`config.mk`:
```
export PLATFORM = sky130hd
export DESIGN_NAME = sysid_regbank_flat
export DESIGN_NICKNAME = d
export VERILOG_FILES = /design/src/rtl/sysid_regbank_if.sv /design/src/rtl/sysid_regbank.sv /design/src/flat_wrapper.sv
export SDC_FILE = /design/constraint.sdc
export NUM_CORES = 1
export LEC_CHECK = 0
export CAP_MARGIN = 0
export CORE_UTILIZATION = 55
export CTS_CLUSTER_DIAMETER = 120
export CTS_CLUSTER_SIZE = 12
export DETAILED_ROUTE_END_ITERATION = 10
export PLACE_DENSITY = 0.87
export SLEW_MARGIN = 0
export SYNTH_ARGS = -nofsm -noshare
export SYNTH_HDL_FRONTEND = slang
export SYNTH_SLANG_ARGS = --single-unit
export TNS_END_PERCENT = 1
```
`constraint.sdc`:
```
create_clock -name clock -period 2.26 [get_ports clock]
set_input_delay 0.452 -clock clock [delete_from_list [all_inputs] [get_ports clock]]
set_output_delay 0.452 -clock clock [all_outputs]
set_load 0.01 [all_outputs]
```
`src/rtl/sysid_regbank_if.sv`:
```
// rtl/sysid_regbank_if.sv - Avalon-MM style bus bundle for sysid_regbank
// Purpose: groups the word-addressed slave bus signals of the register bank.
// Signals:
//   address[2:0]     word address (master -> slave)
//   read, write      transfer strobes, one transfer per cycle (master -> slave)
//   byteenable[3:0]  write byte lanes (master -> slave)
//   writedata[31:0]  write data (master -> slave)
//   readdata[31:0]   registered read data (slave -> master)
//   readdatavalid    one-cycle pulse per accepted read (slave -> master)
interface sysid_regbank_if;
  logic [2:0]  address;
  logic        read;
  logic        write;
  logic [3:0]  byteenable;
  logic [31:0] writedata;
  logic [31:0] readdata;
  logic        readdatavalid;

  modport master (
    output address, read, write, byteenable, writedata,
    input  readdata, readdatavalid
  );

  modport slave (
    input  address, read, write, byteenable, writedata,
    output readdata, readdatavalid
  );
endinterface

```
`src/rtl/sysid_regbank.sv`:
```
// rtl/sysid_regbank.sv - system-identification register bank on a word-addressed slave bus
// Purpose: returns build ID, timestamp, version and capability words, provides
//   up to two byte-writable scratch words and an optional 64-bit uptime counter.
//   Read latency is fixed at one cycle; there is no wait state.
// Ports:
//   clock  rising-edge system clock
//   reset  synchronous, active-high reset
//   bus    sysid_regbank_if.slave (address, read, write, byteenable,
//          writedata in; readdata, readdatavalid out)
// Configuration macro: SYSID_UPTIME_EN - when defined, adds the uptime
//   counter at words 4/5 and sets CAPS[8]; when undefined, words 4/5 read 0.
module sysid_regbank #(
  parameter logic [31:0] ID_VALUE    = 32'h0000_0000,
  parameter logic [31:0] TIMESTAMP   = 32'h0000_0000,
  parameter logic [31:0] VERSION     = 32'h0001_0000,
  parameter int          NUM_SCRATCH = 2,
  parameter logic [31:0] SCRATCH_RST = 32'h0000_0000
) (
  input logic            clock,
  input logic            reset,
  sysid_regbank_if.slave bus
);

  // Out-of-range scratch counts are clamped so CAPS always matches the hardware.
  localparam int NS = (NUM_SCRATCH > 2) ? 2 : ((NUM_SCRATCH < 0) ? 0 : NUM_SCRATCH);
  localparam logic [1:0] NS_FIELD = 2'(NS);

`ifdef SYSID_UPTIME_EN
  localparam logic UPTIME_PRESENT = 1'b1;
`else
  localparam logic UPTIME_PRESENT = 1'b0;
`endif

  localparam logic [31:0] CAPS = {23'd0, UPTIME_PRESENT, 6'd0, NS_FIELD};

  logic [31:0] scratch [2];
  logic [31:0] rd_word;

  // Scratch words: per-lane update; words beyond NS never change and read as 0.
  always_ff @(posedge clock) begin
    if (reset) begin
      for (int i = 0; i < 2; i++) begin
        scratch[i] <= SCRATCH_RST;
      end
    end else if (bus.write) begin
      for (int i = 0; i < 2; i++) begin
        if ((i < NS) && (bus.address == 3'(6 + i))) begin
          for (int k = 0; k < 4; k++) begin
            if (bus.byteenable[k]) begin
              scratch[i][8*k +: 8] <= bus.writedata[8*k +: 8];
            end
          end
        end
      end
    end
  end

`ifdef SYSID_UPTIME_EN
  logic [63:0] uptime;
  logic [31:0] snapshot;

  // A write to word 4 clears the counter and takes priority over counting.
  // Reading word 4 captures the upper half so a following read of word 5
  // returns a value consistent with the lower half already read.
  always_ff @(posedge clock) begin
    if (reset) begin
      uptime   <= 64'd0;
      snapshot <= 32'd0;
    end else begin
      if (bus.write && (bus.address == 3'd4)) begin
        uptime <= 64'd0;
      end else begin
        uptime <= uptime + 64'd1;
      end
      if (bus.read && (bus.address == 3'd4)) begin
        snapshot <= uptime[63:32];
      end
    end
  end
`endif

  // Read mux sees pre-update register values, so a same-cycle write is not
  // reflected in the data returned for that read.
  always_comb begin
    rd_word = 32'd0;
    case (bus.address)
      3'd0: rd_word = ID_VALUE;
      3'd1: rd_word = TIMESTAMP;
      3'd2: rd_word = VERSION;
      3'd3: rd_word = CAPS;
`ifdef SYSID_UPTIME_EN
      3'd4: rd_word = uptime[31:0];
      3'd5: rd_word = snapshot;
`endif
      3'd6: rd_word = (NS > 0) ? scratch[0] : 32'd0;
      3'd7: rd_word = (NS > 1) ? scratch[1] : 32'd0;
      default: rd_word = 32'd0;
    endcase
  end

  // Reset has priority, so a read sampled together with reset never completes.
  always_ff @(posedge clock) begin
    if (reset) begin
      bus.readdata      <= 32'd0;
      bus.readdatavalid <= 1'b0;
    end else begin
      bus.readdatavalid <= bus.read;
      if (bus.read) begin
        bus.readdata <= rd_word;
      end
    end
  end

endmodule

```
`src/flat_wrapper.sv`:
```
// flat-port wrapper written by rule: the top's interface ports become plain ports
module sysid_regbank_flat 
#(
  parameter logic [31:0] ID_VALUE    = 32'h0000_0000,
  parameter logic [31:0] TIMESTAMP   = 32'h0000_0000,
  parameter logic [31:0] VERSION     = 32'h0001_0000,
  parameter int          NUM_SCRATCH = 2,
  parameter logic [31:0] SCRATCH_RST = 32'h0000_0000
)
  (clock, reset, bus_address, bus_read, bus_write, bus_byteenable, bus_writedata, bus_readdata, bus_readdatavalid);
  sysid_regbank_if bus_i ();
  input logic clock;
  input logic reset;
  input wire logic [$bits(bus_i.address)-1:0] bus_address;
  input wire logic [$bits(bus_i.read)-1:0] bus_read;
  input wire logic [$bits(bus_i.write)-1:0] bus_write;
  input wire logic [$bits(bus_i.byteenable)-1:0] bus_byteenable;
  input wire logic [$bits(bus_i.writedata)-1:0] bus_writedata;
  output wire logic [$bits(bus_i.readdata)-1:0] bus_readdata;
  output wire logic [$bits(bus_i.readdatavalid)-1:0] bus_readdatavalid;
  assign bus_i.address = bus_address;
  assign bus_i.read = bus_read;
  assign bus_i.write = bus_write;
  assign bus_i.byteenable = bus_byteenable;
  assign bus_i.writedata = bus_writedata;
  assign bus_readdata = bus_i.readdata;
  assign bus_readdatavalid = bus_i.readdatavalid;
  sysid_regbank #(.ID_VALUE(ID_VALUE), .TIMESTAMP(TIMESTAMP), .VERSION(VERSION), .NUM_SCRATCH(NUM_SCRATCH), .SCRATCH_RST(SCRATCH_RST)) u_core (.clock(clock), .reset(reset), .bus(bus_i));
endmodule
```
==> results of run 1 <==
[routing by layer]
layer	wire, um	share of wire, %	vias up
met2	4100	49	92
met4	205	2.4	0
li1	-	-	1308
met3	419	5.0	17
met1	3670	44	1299
met5	0	0	-
[placed cells by master, fill, tap and decap left out]
master           instances
inv_2                    1
a311oi_1                 1
a21o_1                   5
buf_2                    1
nor3_1                   1
inv_1                    1
nand3b_1                 1
and4_1                   3
and4b_1                  1
a21oi_1                 31
nand2_1                  1
mux2_1                   6
edfxtp_1                64
clkinv_4                 1
dfxtp_1                 33
o21bai_2                 1
nor2b_1                 31
or2_1                    3
clkdlybuf4s50_1         74
clkbuf_8                11
and3b_1                  1
mux2_4                  24
bufinv_16                2
buf_4                   14
a221oi_1                 1
a31o_1                   2
nor2_1                  32
inv_6                    1
clkinvlp_4               1
and3_1                  34
and2_1                  25
[flip-flops by register name, indices dropped and copies added, names as in the netlist]
name,count
u_core.bus.readdatavalid,1
u_core.bus.readdata,32
u_core.scratch,64
[cell families after synthesis]
family | after synthesis | share of synthesized area (%)
flops | 97 | 61.9
buf+inv | 26 | 3.99
mux | 30 | 10.2
simple gates | 133 | 18.3
compound gates | 41 | 5.63
[Yosys cell counts, types with 2 or more instances]
master and count:
and3_1 34, and4_1 3, or2_1 3, nor2b_1 31
nor2_1 32, clkbuf_1 6, buf_6 7, a21o_1 5
a21oi_1 31, buf_2 10, mux2_1 6, edfxtp_1 64
mux2_4 24, a31o_1 2, and2_1 25, dfxtp_1 33
[worst max-delay path: stages]
cell and delay [ns]:
clkdlybuf4s50_1 0.51, nor3_1 0.08, o21bai_2 0.82, and3_1 0.31
[area by class of cell]
type / instances / area [um2]
flip-flops and latches: 97 / 2580
fillers: 545 / 2060
multi-input cells: 204 / 1430
repair buffers: 89 / 851
clock buffers: 11 / 151
well taps: 99 / 124
clock inverters: 5 / 85.1
inverters: 2 / 7.51
[how the worst min path moves through the flow]
stage | startpoint | to
2_1_floorplan | u_core.bus.readdata[1]$_SDFFE_PP0P_ | u_core.bus.readdata[1]$_SDFFE_PP0P_
3_3_place_gp | u_core.bus.readdata[1]$_SDFFE_PP0P_ | u_core.bus.readdata[1]$_SDFFE_PP0P_
3_5_place_dp | u_core.bus.readdata[16]$_SDFFE_PP0P_ | u_core.bus.readdata[16]$_SDFFE_PP0P_
4_1_cts | u_core.bus.readdata[16]$_SDFFE_PP0P_ | u_core.bus.readdata[16]$_SDFFE_PP0P_
5_1_grt | u_core.bus.readdata[16]$_SDFFE_PP0P_ | u_core.bus.readdata[16]$_SDFFE_PP0P_
6_report | u_core.bus.readdata[16]$_SDFFE_PP0P_ | u_core.bus.readdata[16]$_SDFFE_PP0P_
[report_power, final]
group | total [uW] | internal, uW | switching (uW)
registers | 2000 | 1970 | 27.9
clock network | 1300 | 690 | 607
logic | 352 | 195 | 157
total | 3650 | 2860 | 792
[per-stage QoR]
step	std cells	TNS, ns	utilization, %	area [um2]
after floorplan	327	0	-	4180
after global placement	491	0	68.5	4990
after detailed placement	491	-0.560	68.5	4990
after CTS	507	0	71.7	5230
after global routing	507	0	71.7	5230
final	507	0	71.7	5230
==> impl_metrics.py, run 1 <==
metrics = {
    "run_status": {
        "status": "finished clean",
    },
    "route": {
        "first_pass_iters": 4,
        "post_drt_via_cell_ratio": 5.36,
        "wl_um": 8390,
        "dr.first_iter.drc_count": 134,
        "ant_nets": 0,
        "post-route-drc-count": 0,
        "wire_per_inst_um": 16.6,
        "vias": 2716,
    },
    "cells_and_area": {
        "areaGrowthSynthToFinish_pct": 25.3,
        "fin_nets": 446,
        "layout-drive-gt1-share_pct": 14.0,
        "diodes": 0,
    },
    "floorplan": {
        "die_h_um": 89.1,
        "rows": 31,
        "die_x_um": 89.1,
        "num_io_pins": 76,
        "die_area_um2": 7940,
        "core_area_um2": 7290,
        "start_util_pct": 57.3,
    },
    "synthesis": {
        "synth_warnings": 0,
        "synthesis.nets": 370,
        "synth_edf_count": 64,
        "synthFlopType": "edfxtp_1",
        "syn_avg_cell_area_um2": 12.8,
        "syn-instance-count": 327,
        "yosys.area.top_type_share_pct": 46.0,
        "synth_seq_area_share_pct": 61.9,
        "netlist_area_um2": 4180,
        "async_flop_share_pct": 0,
        "yosysTopAreaCell": "edfxtp_1",
        "ys_ff_latch": 97,
        "yosysUniqueCellTypes": 27,
        "synthTopCellsByArea": "edfxtp_1, dfxtp_1, mux2_4, and3_1, nor2b_1",
    },
    "power_and_ir_drop": {
        "ir_worst_vdd_mv": 0.458,
        "p_per_area_nw_per_um2": 698,
        "power_leakage_uw": 0.00211,
        "power_uw": 3650,
    },
    "timing": {
        "max_freq_mhz": 512,
        "rsz0062_at_grt": "no",
        "min_period_ns": 1.95,
        "slew_violations": 0,
        "holdWs_ns": 0.495,
        "fin_crit_sh_pct": 86.5,
        "relSlewSlack_pct": 28.8,
        "setup_viol": 0,
        "hold_violations": 0,
        "fin_skew_ns": 0.00585,
        "layout_setup_ws_ns": 0.306,
        "worst_slew_pin_slew_ns": 1.07,
    },
    "critical_path": {
        "crit_fanout": 32,
        "crit_end": "u_core.scratch[1][5]$_DFFE_PP_",
        "cp-end-kind": "flip-flop",
        "r2r_slack_ns": 1.23,
        "worst_ep_arrival_time_ns": 2.18,
        "reg2reg_to": "u_core.bus.readdata[21]$_SDFFE_PP0P_",
        "reg2reg_depth": 3,
        "cp-startpoint": "bus_byteenable[2]",
        "worstSetupPathType": "in -> reg",
        "cp.required_ns": 2.49,
        "worstSetupStartpointType": "input port",
        "r2r_start": "u_core.scratch[0][21]$_SDFFCE_PN0P_",
    },
    "min_path": {
        "hold_class": "reg -> reg",
        "hold_depth": 1,
    },
    "cts": {
        "numCtsBuffers": 9,
        "post_cts_buffers": 0,
        "clockBufferDepth": 2,
        "tritoncts": "built",
        "hold_buffers": 0,
        "cts_resized": 0,
        "htree_levels": 3,
        "worstSkewPairLatency_ns": 0.36,
        "cts-root-buf": "clkbuf_8",
        "clk_pin_slew_ns": 0.09,
        "cts_num_sinks": 97,
    },
    "grt": {
        "met3_usage_pct": 4.71,
        "antenna_found_initial": 0,
        "grt-ovfl-total": 0,
        "met1_usage_pct": 29.8,
        "grt_usage_pct": 22.9,
        "grt_pass1_wl_um": 13200,
        "grt_pass1_vias": 2676,
        "use_met2_pct": 37.5,
        "grt_max_degree": 34,
        "top_usage_layer": "met2",
    },
    "placement": {
        "routabilityCongestion": 0.797,
        "io_buffers": 75,
        "dp_hpwl_um": 5580,
        "dpl_worst_slack_ns": -0.0353,
    },
    "run": {
        "maxCapViolations": 0,
    },
}
Power figures use the tool's default switching activity.
==> run 2, diff against run 1 <==
--- a/config.mk
+++ b/config.mk
@@ -10,6 +10,7 @@
 export CTS_CLUSTER_DIAMETER = 120
 export CTS_CLUSTER_SIZE = 12
 export DETAILED_ROUTE_END_ITERATION = 10
+export GPL_TIMING_DRIVEN = 0
 export PLACE_DENSITY = 0.87
 export SLEW_MARGIN = 0
 export SYNTH_ARGS = -nofsm -noshare
==> run 2 against run 1 <==
Clock skew increased by 0.0022 ns. Flip-flop and latch count unchanged. Critical path type unchanged. Worst setup slack got worse by 0.076 ns. Clock power decreased by 11%. Highest routed layer unchanged. Utilization increased by 0.22 points. Power decreased by 3.3%. Final area increased by 0.31%.
==> impl_metrics.py, run 2 (synthesized netlist as in run 1, its figures left out) <==
metrics = {
    "cells_and_area": {
        "num-fill-cells": 509,
        "areaGrowthSynthToFinish_pct": 25.7,
        "instances_no_fill": 516,
        "layout-drive-gt1-share_pct": 13.2,
        "fin_nets": 455,
        "final_cell_mix": "clkdlybuf4s50_1, edfxtp_1, and3_1, dfxtp_1, nor2_1",
        "diodes": 0,
        "regMostFlops": "u_core.scratch",
        "largest_reg_flops": 64,
        "layout_commonest_cell": "clkdlybuf4s50_1",
        "reg.largest.list": "u_core.scratch: 64 flops, u_core.bus.readdata: 32 flops, u_core.bus.readdatavalid: 1 flops",
    },
    "timing": {
        "relSlewSlack_pct": 59.0,
        "fin_skew_ns": 0.00803,
        "setup_viol": 0,
        "max_freq_mhz": 493,
        "worst_slew_pin_slew_ns": 0.615,
        "min_period_ns": 2.03,
        "slew_violations": 0,
        "layout_setup_ws_ns": 0.230,
        "rsz0062_at_grt": "no",
        "hold_violations": 0,
        "fin_crit_sh_pct": 89.8,
    },
    "placement": {
        "dpl_worst_slack_ns": -0.0839,
        "routabilityCongestion": 0.846,
        "place_inst": 500,
        "io_buffers": 74,
        "dp_hpwl_um": 6040,
    },
    "route": {
        "ant_nets": 0,
        "met1_length_um": 3710,
        "wl_um": 8790,
        "met2_length_um": 4420,
        "vias": 2820,
        "wire_per_inst_um": 17.0,
        "first_pass_iters": 4,
        "post_drt_via_cell_ratio": 5.47,
        "dr.first_iter.drc_count": 113,
        "wl_met3_um": 564,
        "highest_layer": "met4",
        "post-route-drc-count": 0,
    },
    "critical_path": {
        "cp-end-kind": "flip-flop",
        "worstSetupPathType": "in -> reg",
        "reg2reg_to": "u_core.bus.readdata[23]$_SDFFE_PP0P_",
        "worstSetupStartpointType": "input port",
        "reg2reg_depth": 3,
        "crit_fanout": 8,
        "r2r_slack_ns": 1.22,
        "worst_ep_arrival_time_ns": 2.05,
        "cp.required_ns": 2.28,
        "r2r_start": "u_core.scratch[0][23]$_SDFFCE_PN0P_",
    },
    "cts": {
        "hold_buffers": 0,
        "clockBufferDepth": 2,
        "cts_num_sinks": 97,
        "worstSkewPairLatency_ns": 0.35,
        "htree_levels": 3,
        "tritoncts": "built",
        "cts_resized": 0,
        "post_cts_buffers": 0,
        "clk_pin_slew_ns": 0.09,
        "numCtsBuffers": 9,
        "cts-root-buf": "clkbuf_8",
    },
    "floorplan": {
        "core_area_um2": 7290,
        "start_util_pct": 57.3,
        "num_io_pins": 76,
        "die_h_um": 89.1,
        "die_area_um2": 7940,
        "rows": 31,
        "die_x_um": 89.1,
    },
    "power_and_ir_drop": {
        "ir_worst_vdd_mv": 0.438,
        "p_per_area_nw_per_um2": 672,
        "power_leakage_uw": 0.00212,
        "power_uw": 3530,
    },
    "grt": {
        "grt_pass1_vias": 2797,
        "grt_max_degree": 15,
        "grt-ovfl-total": 0,
        "grt_usage_pct": 23.5,
        "antenna_found_initial": 0,
        "grt_pass1_wl_um": 13500,
    },
    "min_path": {
        "min_from": "u_core.bus.readdata[16]$_SDFFE_PP0P_",
        "hold_class": "reg -> reg",
        "hold_depth": 1,
        "min_to": "u_core.bus.readdata[16]$_SDFFE_PP0P_",
    },
    "run": {
        "maxCapViolations": 0,
    },
    "run_status": {
        "status": "finished clean",
    },
}
run 2: cell count changes in the layout (fill, tap and decap cells not counted), moves of 7 or more:
cell / delta
buf_6: +7
clkbuf_1: +9
buf_2: +9
buf_4: -13
run 2: layout make-up:
type / count / area (um2) / area share [%]
buffer: 24 / 159 / 3.03
clock buffer: 14 / 174 / 3.31
clock inverter: 2 / 33.8 / 0.644
timing repair buffer: 74 / 741 / 14.1
multi-input combinational: 204 / 1430 / 27.2
sequential: 97 / 2580 / 49.2
tap: 99 / 124 / 2.36
inverter: 2 / 7.51 / 0.143
run 2: critical path, cell delays in order:
cell             delay, ns
clkdlybuf4s50_1       0.62
and4b_1               0.38
and2_1                0.22
a21o_1                0.37
run 2: worst max-delay path by stage:
| stage | from | endpoint | slack [ns] | cells past startpoint |
|---|---|---|---|---|
| after global routing | bus_address[2] | u_core.scratch[0][21]$_SDFFCE_PN0P_ | 0.17 | 4 |
| final | bus_address[1] | u_core.scratch[0][24]$_SDFFCE_PN0P_ | 0.23 | 4 |
| after floorplan | reset | u_core.scratch[1][10]$_DFFE_PP_ | 0.59 | 5 |
| after global placement | bus_address[1] | u_core.scratch[0][13]$_SDFFCE_PN0P_ | -0.04 | 4 |
| after detailed placement | bus_address[1] | u_core.scratch[0][28]$_SDFFCE_PN0P_ | -0.08 | 4 |
| after CTS | bus_address[1] | u_core.scratch[0][24]$_SDFFCE_PN0P_ | 0.26 | 4 |
run 2: per-layer routing:
layer  vias up  track usage, %
li1       1324               -
met1      1369            29.1
met2       119            40.3
met3         8            4.89
met4         0            9.81
met5         -               0
run 2: metrics by stage:
step | setup TNS (ns) | instance area, um2 | util [%] | hold slack [ns]
after CTS | 0 | 5250 | 72.0 | 0.497
after floorplan | 0 | 4180 | - | 0.497
after global placement | -1.51 | 5040 | 69.1 | 0.475
after detailed placement | -3.22 | 5040 | 69.1 | 0.477
after global routing | 0 | 5250 | 72.0 | 0.524
final | 0 | 5250 | 72.0 | 0.504
run 2: power breakdown:
group          switching (uW)  internal (uW)  total, uW
clock                     555            608       1160
sequential               28.2           1970       2000
combinational             165            198        363
total                     748           2780       3530
